$ cat src/rtl/usb_txn_sched_if.sv
// Request/response and packet-engine signals of the USB transaction scheduler.
// The scheduler connects through the slave modport; the client/engine side uses master.
interface usb_txn_sched_if;
    logic        req_valid;
    logic        req_ready;
    logic        req_write;
    logic [7:0]  req_addr;
    logic [63:0] req_wdata;
    logic        rsp_valid;
    logic        rsp_success;
    logic [63:0] rsp_rdata;
    logic        tx_start;
    logic [3:0]  tx_pid;
    logic [3:0]  tx_endp;
    logic [6:0]  tx_addr;
    logic [63:0] tx_data;
    logic        tx_busy;
    logic        tx_done;
    logic        rx_valid;
    logic [3:0]  rx_pid;
    logic [63:0] rx_data;
    logic        rx_crc_ok;

    modport slave (
        input  req_valid, req_write, req_addr, req_wdata,
        input  tx_busy, tx_done, rx_valid, rx_pid, rx_data, rx_crc_ok,
        output req_ready, rsp_valid, rsp_success, rsp_rdata,
        output tx_start, tx_pid, tx_endp, tx_addr, tx_data
    );

    modport master (
        output req_valid, req_write, req_addr, req_wdata,
        output tx_busy, tx_done, rx_valid, rx_pid, rx_data, rx_crc_ok,
        input  req_ready, rsp_valid, rsp_success, rsp_rdata,
        input  tx_start, tx_pid, tx_endp, tx_addr, tx_data
    );
endinterface

$ cat src/rtl/usb_txn_sched.sv
// Host-side USB transaction scheduler: turns one flash read/write request into
// token/data/handshake packets with per-phase retry and response timeout.
module usb_txn_sched #(
    parameter logic [6:0] DEV_ADDR  = 7'd5,
    parameter logic [3:0] ADDR_EP   = 4'd4,
    parameter logic [3:0] DATA_EP   = 4'd8,
    parameter int         MAX_RETRY = 8,
    parameter int         TIMEOUT   = 255
) (
    input  logic           clk,
    input  logic           rst_L,
    usb_txn_sched_if.slave bus
);
    localparam logic [3:0] PID_OUT    = 4'b0001;
    localparam logic [3:0] PID_IN     = 4'b1001;
    localparam logic [3:0] PID_DATA0  = 4'b0011;
    localparam logic [3:0] PID_ACK    = 4'b0010;
    localparam logic [3:0] PID_NAK    = 4'b1010;
    localparam logic [3:0] RETRY_LAST = 4'(MAX_RETRY - 1);
    localparam logic [7:0] TMO_LAST   = 8'(TIMEOUT - 1);

    typedef enum logic [3:0] {
        IDLE, A_TOK, A_DAT, A_WAIT, W_TOK, W_DAT, W_WAIT, R_TOK, R_WAIT, R_HS, RESP
    } state_t;

    state_t      state_r;
    logic        write_r;
    logic [7:0]  addr_r;
    logic [63:0] wdata_r;
    logic [63:0] rdata_r;
    logic [3:0]  retry_r;
    logic [7:0]  tmo_r;
    logic        sent_r;
    logic        hs_nak_r;
    logic        req_ready_r;
    logic        rsp_valid_r;
    logic        rsp_success_r;
    logic [63:0] rsp_rdata_r;
    logic        tx_start_r;
    logic [3:0]  tx_pid_r;
    logic [3:0]  tx_endp_r;
    logic [6:0]  tx_addr_r;
    logic [63:0] tx_data_r;

    logic [3:0]  pkt_pid_s;
    logic [3:0]  pkt_endp_s;
    logic [63:0] pkt_data_s;
    state_t      pkt_next_s;
    state_t      retry_tok_s;
    logic        ack_s;
    logic        tmo_hit_s;
    logic        tx_end_s;
    logic        fail_s;
    logic        done_ok_s;

    assign bus.req_ready   = req_ready_r;
    assign bus.rsp_valid   = rsp_valid_r;
    assign bus.rsp_success = rsp_success_r;
    assign bus.rsp_rdata   = rsp_rdata_r;
    assign bus.tx_start    = tx_start_r;
    assign bus.tx_pid      = tx_pid_r;
    assign bus.tx_endp     = tx_endp_r;
    assign bus.tx_addr     = tx_addr_r;
    assign bus.tx_data     = tx_data_r;

    // Packet to launch in the current state and the outcome of the current attempt.
    always_comb begin
        pkt_pid_s   = PID_OUT;
        pkt_endp_s  = 4'd0;
        pkt_data_s  = 64'd0;
        pkt_next_s  = IDLE;
        retry_tok_s = A_TOK;
        fail_s      = 1'b0;
        done_ok_s   = 1'b0;
        ack_s       = bus.rx_valid && (bus.rx_pid == PID_ACK);
        // A response arriving in the timeout cycle takes priority over the timeout.
        tmo_hit_s   = !bus.rx_valid && (tmo_r == TMO_LAST);
        tx_end_s    = sent_r && bus.tx_done;
        case (state_r)
            A_TOK: begin
                pkt_pid_s  = PID_OUT;
                pkt_endp_s = ADDR_EP;
                pkt_next_s = A_DAT;
            end
            A_DAT: begin
                pkt_pid_s  = PID_DATA0;
                pkt_data_s = {56'd0, addr_r};
                pkt_next_s = A_WAIT;
            end
            A_WAIT: begin
                retry_tok_s = A_TOK;
                fail_s      = (bus.rx_valid && !ack_s) || tmo_hit_s;
            end
            W_TOK: begin
                pkt_pid_s  = PID_OUT;
                pkt_endp_s = DATA_EP;
                pkt_next_s = W_DAT;
            end
            W_DAT: begin
                pkt_pid_s  = PID_DATA0;
                pkt_data_s = wdata_r;
                pkt_next_s = W_WAIT;
            end
            W_WAIT: begin
                retry_tok_s = W_TOK;
                fail_s      = (bus.rx_valid && !ack_s) || tmo_hit_s;
                done_ok_s   = ack_s;
            end
            R_TOK: begin
                pkt_pid_s  = PID_IN;
                pkt_endp_s = DATA_EP;
                pkt_next_s = R_WAIT;
            end
            R_WAIT: begin
                retry_tok_s = R_TOK;
                fail_s      = (bus.rx_valid && (bus.rx_pid != PID_DATA0)) || tmo_hit_s;
            end
            R_HS: begin
                pkt_pid_s   = hs_nak_r ? PID_NAK : PID_ACK;
                pkt_next_s  = RESP;
                retry_tok_s = R_TOK;
                fail_s      = tx_end_s && hs_nak_r;
                done_ok_s   = tx_end_s && !hs_nak_r;
            end
            default: begin
                pkt_next_s = IDLE;
            end
        endcase
    end

    // Transaction FSM with registered request, packet and response outputs.
    always_ff @(posedge clk or negedge rst_L) begin
        if (!rst_L) begin
            state_r       <= IDLE;
            write_r       <= 1'b0;
            addr_r        <= 8'd0;
            wdata_r       <= 64'd0;
            rdata_r       <= 64'd0;
            retry_r       <= 4'd0;
            tmo_r         <= 8'd0;
            sent_r        <= 1'b0;
            hs_nak_r      <= 1'b0;
            req_ready_r   <= 1'b1;
            rsp_valid_r   <= 1'b0;
            rsp_success_r <= 1'b0;
            rsp_rdata_r   <= 64'd0;
            tx_start_r    <= 1'b0;
            tx_pid_r      <= 4'd0;
            tx_endp_r     <= 4'd0;
            tx_addr_r     <= 7'd0;
            tx_data_r     <= 64'd0;
        end else begin
            tx_start_r  <= 1'b0;
            rsp_valid_r <= 1'b0;
            if (fail_s) begin
                sent_r <= 1'b0;
                tmo_r  <= 8'd0;
                if (retry_r == RETRY_LAST) begin
                    state_r       <= RESP;
                    rsp_valid_r   <= 1'b1;
                    rsp_success_r <= 1'b0;
                    rsp_rdata_r   <= 64'd0;
                end else begin
                    retry_r <= retry_r + 4'd1;
                    state_r <= retry_tok_s;
                end
            end else if (done_ok_s) begin
                sent_r        <= 1'b0;
                state_r       <= RESP;
                rsp_valid_r   <= 1'b1;
                rsp_success_r <= 1'b1;
                rsp_rdata_r   <= write_r ? 64'd0 : rdata_r;
            end else begin
                case (state_r)
                    IDLE: begin
                        if (bus.req_valid && req_ready_r) begin
                            write_r     <= bus.req_write;
                            addr_r      <= bus.req_addr;
                            wdata_r     <= bus.req_wdata;
                            rdata_r     <= 64'd0;
                            retry_r     <= 4'd0;
                            req_ready_r <= 1'b0;
                            state_r     <= A_TOK;
                        end
                    end
                    A_TOK, A_DAT, W_TOK, W_DAT, R_TOK, R_HS: begin
                        if (!sent_r) begin
                            if (!bus.tx_busy) begin
                                tx_start_r <= 1'b1;
                                sent_r     <= 1'b1;
                                tx_pid_r   <= pkt_pid_s;
                                tx_endp_r  <= pkt_endp_s;
                                tx_addr_r  <= DEV_ADDR;
                                tx_data_r  <= pkt_data_s;
                            end
                        end else if (bus.tx_done) begin
                            sent_r  <= 1'b0;
                            tmo_r   <= 8'd0;
                            state_r <= pkt_next_s;
                        end
                    end
                    A_WAIT: begin
                        if (ack_s) begin
                            retry_r <= 4'd0;
                            state_r <= write_r ? W_TOK : R_TOK;
                        end else begin
                            tmo_r <= tmo_r + 8'd1;
                        end
                    end
                    W_WAIT: begin
                        tmo_r <= tmo_r + 8'd1;
                    end
                    R_WAIT: begin
                        if (bus.rx_valid) begin
                            hs_nak_r <= !bus.rx_crc_ok;
                            rdata_r  <= bus.rx_crc_ok ? bus.rx_data : rdata_r;
                            state_r  <= R_HS;
                        end else begin
                            tmo_r <= tmo_r + 8'd1;
                        end
                    end
                    RESP: begin
                        state_r       <= IDLE;
                        req_ready_r   <= 1'b1;
                        rsp_success_r <= 1'b0;
                        rsp_rdata_r   <= 64'd0;
                    end
                    default: begin
                        state_r <= IDLE;
                    end
                endcase
            end
        end
    end
endmodule

$ cat src/flat_wrapper.sv
// flat-port wrapper written by rule: the top's interface ports become plain ports
module usb_txn_sched_flat 
#(
    parameter logic [6:0] DEV_ADDR  = 7'd5,
    parameter logic [3:0] ADDR_EP   = 4'd4,
    parameter logic [3:0] DATA_EP   = 4'd8,
    parameter int         MAX_RETRY = 8,
    parameter int         TIMEOUT   = 255
)
  (clk, rst_L, bus_req_valid, bus_req_write, bus_req_addr, bus_req_wdata, bus_tx_busy, bus_tx_done, bus_rx_valid, bus_rx_pid, bus_rx_data, bus_rx_crc_ok, bus_req_ready, bus_rsp_valid, bus_rsp_success, bus_rsp_rdata, bus_tx_start, bus_tx_pid, bus_tx_endp, bus_tx_addr, bus_tx_data);
  usb_txn_sched_if bus_i ();
  input  logic clk;
  input  logic rst_L;
  input wire logic [$bits(bus_i.req_valid)-1:0] bus_req_valid;
  input wire logic [$bits(bus_i.req_write)-1:0] bus_req_write;
  input wire logic [$bits(bus_i.req_addr)-1:0] bus_req_addr;
  input wire logic [$bits(bus_i.req_wdata)-1:0] bus_req_wdata;
  input wire logic [$bits(bus_i.tx_busy)-1:0] bus_tx_busy;
  input wire logic [$bits(bus_i.tx_done)-1:0] bus_tx_done;
  input wire logic [$bits(bus_i.rx_valid)-1:0] bus_rx_valid;
  input wire logic [$bits(bus_i.rx_pid)-1:0] bus_rx_pid;
  input wire logic [$bits(bus_i.rx_data)-1:0] bus_rx_data;
  input wire logic [$bits(bus_i.rx_crc_ok)-1:0] bus_rx_crc_ok;
  output wire logic [$bits(bus_i.req_ready)-1:0] bus_req_ready;
  output wire logic [$bits(bus_i.rsp_valid)-1:0] bus_rsp_valid;
  output wire logic [$bits(bus_i.rsp_success)-1:0] bus_rsp_success;
  output wire logic [$bits(bus_i.rsp_rdata)-1:0] bus_rsp_rdata;
  output wire logic [$bits(bus_i.tx_start)-1:0] bus_tx_start;
  output wire logic [$bits(bus_i.tx_pid)-1:0] bus_tx_pid;
  output wire logic [$bits(bus_i.tx_endp)-1:0] bus_tx_endp;
  output wire logic [$bits(bus_i.tx_addr)-1:0] bus_tx_addr;
  output wire logic [$bits(bus_i.tx_data)-1:0] bus_tx_data;
  assign bus_i.req_valid = bus_req_valid;
  assign bus_i.req_write = bus_req_write;
  assign bus_i.req_addr = bus_req_addr;
  assign bus_i.req_wdata = bus_req_wdata;
  assign bus_i.tx_busy = bus_tx_busy;
  assign bus_i.tx_done = bus_tx_done;
  assign bus_i.rx_valid = bus_rx_valid;
  assign bus_i.rx_pid = bus_rx_pid;
  assign bus_i.rx_data = bus_rx_data;
  assign bus_i.rx_crc_ok = bus_rx_crc_ok;
  assign bus_req_ready = bus_i.req_ready;
  assign bus_rsp_valid = bus_i.rsp_valid;
  assign bus_rsp_success = bus_i.rsp_success;
  assign bus_rsp_rdata = bus_i.rsp_rdata;
  assign bus_tx_start = bus_i.tx_start;
  assign bus_tx_pid = bus_i.tx_pid;
  assign bus_tx_endp = bus_i.tx_endp;
  assign bus_tx_addr = bus_i.tx_addr;
  assign bus_tx_data = bus_i.tx_data;
  usb_txn_sched #(.DEV_ADDR(DEV_ADDR), .ADDR_EP(ADDR_EP), .DATA_EP(DATA_EP), .MAX_RETRY(MAX_RETRY), .TIMEOUT(TIMEOUT)) u_core (.clk(clk), .rst_L(rst_L), .bus(bus_i));
endmodule
$ cat config.mk
export PLATFORM = sky130hd
export DESIGN_NAME = usb_txn_sched_flat
export DESIGN_NICKNAME = d
export VERILOG_FILES = /design/src/rtl/usb_txn_sched_if.sv /design/src/rtl/usb_txn_sched.sv /design/src/flat_wrapper.sv
export SDC_FILE = /design/constraint.sdc
export NUM_CORES = 1
export LEC_CHECK = 0
export CORE_MARGIN = 10
export CORE_UTILIZATION = 45
export DETAILED_ROUTE_END_ITERATION = 10
export PLACE_DENSITY_LB_ADDON = 0.2
export RECOVER_POWER = 25
export SLEW_MARGIN = 20
export SYNTH_ARGS = -nofsm -noshare
export SYNTH_HDL_FRONTEND = slang
export SYNTH_SLANG_ARGS = --single-unit
$ cat constraint.sdc
create_clock -name clk -period 2.79 [get_ports clk]
set_input_delay 0.837 -clock clk [delete_from_list [all_inputs] [get_ports clk]]
set_output_delay 0.837 -clock clk [all_outputs]
set_load 0.05 [all_outputs]
Word level (Yosys, flattened, before mapping)
Index checks and enable logic that the tools add are counted.

storage, ports and cells
  register bits after elaboration = 296
  word-level logic and storage cells = 150

operators by class
  add/sub/neg operators = 2
  bitwise logic cells = 4
  mux-type cells = 59
  reduce and logical (&&, ||, !) cells = 35
  equal/unequal tests = 32

operator list
  operator                                                                 count
  64-bit two-way mux                                                       8
  64-bit one-hot mux with 2 select lines                                   2
  4-bit two-way mux                                                        14
  8-bit two-way mux                                                        6
  8-bit one-hot mux with 4 select lines                                    1
  4-bit one-hot mux with 6 select lines                                    1
  4-bit by 3-bit equality test with 1-bit output, second input constant    5
  4-bit one-hot mux with 5 select lines                                    1
  1-bit two-way mux                                                        18
  6-bit AND reduction                                                      3
  4-bit one-hot mux with 2 select lines                                    2
  4-bit by 2-bit equality test with 1-bit output, second input constant    3
  4-bit equality test, second input constant                               3
  3-bit by 1-bit inequality test with 1-bit output, second input constant  4
  4-bit by 1-bit inequality test with 1-bit output, second input constant  3
  4-bit by 2-bit inequality test with 1-bit output, second input constant  3
  4-bit one-hot mux with 3 select lines                                    1
  4-bit AND reduction                                                      3
  5-bit AND reduction                                                      2
  3-bit nonzero test                                                       3
  8-bit by 1-bit adder with 8-bit output, second input constant            1
  8-bit equality test, second input constant                               1
  1-bit logical AND                                                        8
  2-bit inequality test, second input constant                             4
  other kinds (18)                                                         32

Longest topological paths before layout
  depth after elaboration = 8
  depth in mapped cells = 9
  mapped depth without buffers = 7

Least setup slack after synthesis
No wires, ideal clock.

  kind = input port to flip-flop
  start point = input bus_rx_pid[2]
  end point = register u_core.tmo_r[0]
  slack = 39 ps
  library setup time = 125 ps
  required time = 2665 ps
  arrival = 2626 ps
  stages = 7
  path buffers = 1
  cell sequence = and4bb_2 > nor3b_1 > o21ai_0 > a211oi_1 > or2_1 > buf_4 > mux2_4

on the way
  cells in the longest elaborated chain, start to end = 8
  elaborated cells on any way between the ends = 18

ends and longest elaborated chain
  what                                                           RTL line                                   text
  start, declared                                                flat_wrapper.sv:21                         input wire logic [$bits(bus_i.rx_pid)-1:0] bus_rx_pid;
  4-bit by 2-bit equality test with 1-bit output                 usb_txn_sched.sv:75                        ack_s = bus.rx_valid && (bus.rx_pid == PID_ACK);
  1-bit logical AND                                              usb_txn_sched.sv:75
  1-bit logical NOT                                              usb_txn_sched.sv:92, usb_txn_sched.sv:106
  1-bit logical AND                                              usb_txn_sched.sv:92, usb_txn_sched.sv:106
  1-bit logical OR                                               usb_txn_sched.sv:92, usb_txn_sched.sv:106
  1-bit one-hot mux with 3 select lines                          usb_txn_sched.sv:79                        case (state_r)
  3-bit inequality test (no line), or another cell as far along  -
  6-bit AND reduction (no line)                                  -
  end signal, assigned                                           usb_txn_sched.sv:207                       tmo_r <= tmo_r + 8'd1;
  end signal, assigned                                           usb_txn_sched.sv:211                       tmo_r <= tmo_r + 8'd1;
  end signal, assigned                                           usb_txn_sched.sv:219                       tmo_r <= tmo_r + 8'd1;
  end, declared                                                  usb_txn_sched.sv:32                        logic [7:0] tmo_r;

Several ways; a longest one is shown, not always the timed one.
A chain may end at the register's enable or synchronous reset.

Final worst setup path
  start point = register u_core.state_r[0]
  end point = register u_core.rsp_rdata_r[61], in the netlist u_core.bus.rsp_rdata[61]

on the way
  cells in the longest elaborated chain, start to end = 5
  elaborated cells on any way between the ends = 13

ends and longest elaborated chain
  what                                                                                                                     RTL line              text
  start, declared                                                                                                          usb_txn_sched.sv:26   state_t state_r;
  start signal, assigned                                                                                                   usb_txn_sched.sv:165  state_r <= retry_tok_s;
  start signal, assigned                                                                                                   usb_txn_sched.sv:199  state_r <= pkt_next_s;
  start signal, assigned                                                                                                   usb_txn_sched.sv:205  state_r <= write_r ? W_TOK : R_TOK;
  4-bit by 3-bit equality test with 1-bit output / 4-bit by 2-bit equality test with 1-bit output (equally long branches)  usb_txn_sched.sv:79
  2-bit OR reduction (no line)                                                                                             -
  1-bit one-hot mux with 3 select lines                                                                                    usb_txn_sched.sv:79
  2-bit inequality test (no line) / 3-bit nonzero test (equally long branches)                                             -
  2-bit AND reduction (no line)                                                                                            -
  end signal, assigned                                                                                                     usb_txn_sched.sv:172  rsp_rdata_r <= write_r ? 64'd0 : rdata_r;
  end, declared                                                                                                            usb_txn_sched.sv:38   logic [63:0] rsp_rdata_r;

Several ways; a longest one is shown, not always the timed one.

==> flow_summary.html <==
<table>
<tr><th>Metric</th><th>Value</th></tr>
<tr><th colspan="2">Layout</th></tr>
<tr><td>Design Area, Final</td><td>approximately 16000 µm²</td></tr>
<tr><td>Filler cell count</td><td>about 2100</td></tr>
<tr><td>Layout cells sized above 1</td><td>between 10% and 20%</td></tr>
<tr><td>Final core utilization</td><td>between 60% and 70%</td></tr>
<tr><td>Growth of design area from synthesis to finish</td><td>37.8%</td></tr>
<tr><td>Antenna cells</td><td>0</td></tr>
<tr><td>Layout Nets</td><td>between 1500 and 2000</td></tr>
<tr><th colspan="2">Global routing</th></tr>
<tr><td>Maximum number of pins on one net before global-route repair</td><td>66</td></tr>
<tr><td>Via count of the first global-routing pass</td><td>9347</td></tr>
<tr><td>Met2 usage</td><td>~30%</td></tr>
<tr><td>Most used routing layer in global routing</td><td>met2</td></tr>
<tr><td>Global-route usage over all layers</td><td>a little under a fifth</td></tr>
<tr><td>Met1 Use GR</td><td>23.8%</td></tr>
<tr><td>Initial antenna violation count</td><td>2</td></tr>
<tr><td>First-pass GRT wire length</td><td>between 50000 and 60000 µm</td></tr>
<tr><td>Met3 track demand over resource</td><td>8.22%</td></tr>
<tr><td>Aggregate global routing overflow</td><td>0</td></tr>
<tr><th colspan="2">Detailed routing</th></tr>
<tr><td>Starting DRT DRC Count</td><td>around 700</td></tr>
<tr><td>ANT nets after route</td><td>0</td></tr>
<tr><td>Drt total wl</td><td>32100 µm</td></tr>
<tr><td>Post-detailed-route DRC marker count</td><td>0</td></tr>
<tr><td>Routed WL per cell</td><td>about 19 µm</td></tr>
<tr><td>Detailed-route vias per instance</td><td>between 5 and 6</td></tr>
<tr><td>Total iterations of the first detailed-routing run</td><td>5</td></tr>
<tr><td>Total number of vias</td><td>9010</td></tr>
<tr><th colspan="2">Synth</th></tr>
<tr><td>EDFF count, synth</td><td>0</td></tr>
<tr><td>Most frequent cell after synthesis</td><td>dfrtp_1</td></tr>
<tr><td>Async set-reset flop share out of synthesis</td><td>100%</td></tr>
<tr><td>Dominant cells by area after synthesis</td><td>dfrtp_1, mux2_2, o21ai_0</td></tr>
<tr><td>Biggest area consumer among synthesized cells</td><td>dfrtp_1</td></tr>
<tr><td>Ys Warns</td><td>0</td></tr>
<tr><td>Syn Std Cell Area</td><td>12000 µm²</td></tr>
<tr><td>Proportion of synthesized chip area in sequential cells</td><td>between 60% and 70%</td></tr>
<tr><td>Gate count of the mapped netlist</td><td>approximately 1100</td></tr>
<tr><td>Prevailing post-synth register cell</td><td>dfrtp_1</td></tr>
<tr><td>Avg Inst Size Synth</td><td>roughly 11 µm²</td></tr>
<tr><td>Synthesized flop and latch total</td><td>~300</td></tr>
<tr><td>Most common library cells after synthesis</td><td>dfrtp_1, o21ai_0, nand2_1</td></tr>
<tr><td>Number of distinct standard cells referenced by the synthesized netlist</td><td>59</td></tr>
<tr><td>Fraction of post-synthesis cell area in the top cell type by area</td><td>around 60%</td></tr>
<tr><th colspan="2">Clock tree</th></tr>
<tr><td>TritonCTS Buffers</td><td>30</td></tr>
<tr><td>Clk slew on worst S/H paths</td><td>roughly 60 ps</td></tr>
<tr><td>Clock Sink Count</td><td>just under 300</td></tr>
<tr><td>Clock root buffer master</td><td>clkbuf_16</td></tr>
<tr><td>Number of buffers on the longest clock path</td><td>3</td></tr>
<tr><td>Count of H-tree levels built during CTS</td><td>1</td></tr>
<tr><td>Later-pin clock latency in the skew report</td><td>550 ps</td></tr>
<tr><td>TritonCTS clock tree</td><td>built</td></tr>
<tr><th colspan="2">Timing</th></tr>
<tr><td>Time the worst path needs with I/O delays and setup</td><td>~2600 ps</td></tr>
<tr><td>Hold Vio Cnt, Final</td><td>0</td></tr>
<tr><td>Transition time at the pin with the least slew margin</td><td>approximately 1200 ps</td></tr>
<tr><td>Final WS setup</td><td>about 150 ps</td></tr>
<tr><td>Number of setup violations in the final report</td><td>0</td></tr>
<tr><td>Setup TNS</td><td>0 ps</td></tr>
<tr><td>Normalized max-slew margin</td><td>between 15 and 20%</td></tr>
<tr><td>Setup repair after global routing missed its margin</td><td>no</td></tr>
<tr><td>Clock Skews</td><td>between 20 and 25 ps</td></tr>
<tr><td>FMAX</td><td>around 380 MHz</td></tr>
<tr><td>Final critical-path share of the clock period</td><td>between 90 and 100%</td></tr>
<tr><td>Final-report max-slew violation count</td><td>0</td></tr>
<tr><th colspan="2">Die</th></tr>
<tr><td>Number of rows created at floorplan</td><td>around 60</td></tr>
<tr><td>Area of the core</td><td>around 26000 µm²</td></tr>
<tr><td>Die Height</td><td>around 180 µm</td></tr>
<tr><td>Io pins</td><td>295</td></tr>
<tr><td>Die Area</td><td>between 30000 and 40000 µm²</td></tr>
<tr><td>Starting utilization of the core area</td><td>45.8%</td></tr>
<tr><td>Die Wd</td><td>183 µm</td></tr>
<tr><th colspan="2">Setup path</th></tr>
<tr><td>Element type at the critical path end</td><td>flop</td></tr>
<tr><td>Required @ worst endpoint</td><td>~3300 ps</td></tr>
<tr><td>Data arrival, critical path</td><td>approximately 3100 ps</td></tr>
<tr><td>Crit-path max FO</td><td>64</td></tr>
<tr><td>Startpoint type of the worst setup path</td><td>flop</td></tr>
<tr><td>Category of the most critical setup path</td><td>flop to flop</td></tr>
<tr><th colspan="2">Run status</th></tr>
<tr><td>Status</td><td>finished, final reports clean</td></tr>
<tr><th colspan="2">Place</th></tr>
<tr><td>Port-buffer cells</td><td>roughly 290</td></tr>
<tr><td>Post-Place Cell Area</td><td>about 16000 µm²</td></tr>
<tr><td>Worst setup slack after placement</td><td>-164 ps</td></tr>
<tr><td>Half-perimeter wire length after placement</td><td>~23000 µm</td></tr>
<tr><td>Global placement routability congestion</td><td>roughly 0.88</td></tr>
<tr><th colspan="2">Power and ir drop</th></tr>
<tr><td>IR drop worst, VDD</td><td>0.562 mV</td></tr>
<tr><td>Static leakage</td><td>between 0.007 and 0.008 µW</td></tr>
<tr><td>Total power divided by cell area</td><td>roughly 1100 nW/µm²</td></tr>
<tr><td>Total power of the final layout</td><td>around 18000 µW</td></tr>
<tr><th colspan="2">Min path</th></tr>
<tr><td>Classification of the worst-slack hold path</td><td>flop to flop</td></tr>
<tr><th colspan="2">Run</th></tr>
<tr><td>Maximum capacitance violations</td><td>0</td></tr>
</table>
[state kept, by name, summed over array words and instances (netlist names), 2 cells and up]
| register | cells |
|---|---|
| u_core.addr_r | 8 |
| u_core.retry_r | 4 |
| u_core.tmo_r | 8 |
| u_core.bus.tx_endp | 2 |
| u_core.state_r | 4 |
| u_core.rdata_r | 64 |
| u_core.bus.tx_data | 64 |
| u_core.bus.rsp_rdata | 64 |
| u_core.bus.tx_pid | 3 |
| u_core.wdata_r | 64 |
[per-layer routing]
layer	share of wire, %	vias up
met4	1.4	4
li1	-	4278
met3	11	34
met1	42	4393
met5	0.10	-
met2	45	301
[cells by family after synthesis]
logic type,share of synthesized area [%]
flip-flops,61.3
buffers and inverters,5.28
multiplexers,7.71
AO/OA/AOI/OAI,14.5
adder cells (fa/ha/maj),0.314
XOR/XNOR,0.220
other,0.0314
AND/OR/NAND/NOR,10.6
[layout by cell type (no fill, tap or decap), types with 4 or more instances in the layout]
cell type / n
a21oi_1: 8
a22o_1: 64
a22oi_1: 8
buf_12: 12
buf_4: 41
clkbuf_1: 8
clkbuf_16: 31
clkbuf_8: 7
clkdlybuf4s50_1: 284
conb_1: 8
dfrtp_1: 292
inv_1: 70
mux2_2: 77
mux2i_1: 4
nand2_1: 142
nand2b_1: 7
nand3_1: 74
nor2_1: 12
nor3_1: 5
nor3b_1: 6
o21ai_0: 145
o31ai_1: 10
o41ai_2: 5
[stage by stage]
step	instances	hold slack, ps
final	1722	473
after global routing	1722	498
after CTS	1722	191
after detailed placement	1670	469
after floorplan	1074	464
after global placement	1670	459
[timing repair]
item	4_1_cts	5_1_grt
setup buffers	0	0
gates resized for setup	1	0
endpoints found under the setup margin	1	0
hold buffers	0	0
[final cells by class]
cell class	instances	area, µm²	area share, %
timing repair buffer	343	3430	20.8
clock inverter	6	82.6	0.501
clock buffer	46	902	5.48
multi-input combinational	629	4050	24.6
sequential	293	7330	44.5
inverter	70	263	1.59
tap	335	419	2.54
[worst paths after layout]
check | startpoint | endpoint | slack [ps] | depth (start not counted)
max in group asynchronous | rst_L | u_core.wdata_r[31] | 450 | 2
max | u_core.state_r[0] | u_core.bus.rsp_rdata[61] | 150 | 7
min in group asynchronous | rst_L | u_core.rdata_r[16] | 510 | 1
min | u_core.bus.tx_data[57] | u_core.bus.tx_data[57] | 470 | 2
min reg2reg | u_core.bus.tx_data[57] | u_core.bus.tx_data[57] | 470 | 2
max reg2reg | u_core.state_r[0] | u_core.bus.rsp_rdata[61] | 150 | 7
[worst max-delay path: stages, from the launching register on]
cell and delay [ps]:
dfrtp_1 660, xor2_1 140, a31oi_2 470, a211oi_2 150, or2_1 310, a211oi_4 260
buf_12 300, a22o_1 200
[where the power goes]
part / switching, µW / internal, µW
Clock: 1580 / 2390
Combinational: 4130 / 2680
Sequential: 1010 / 5760
Total: 6730 / 10800
(Power assumes the default switching activity.)
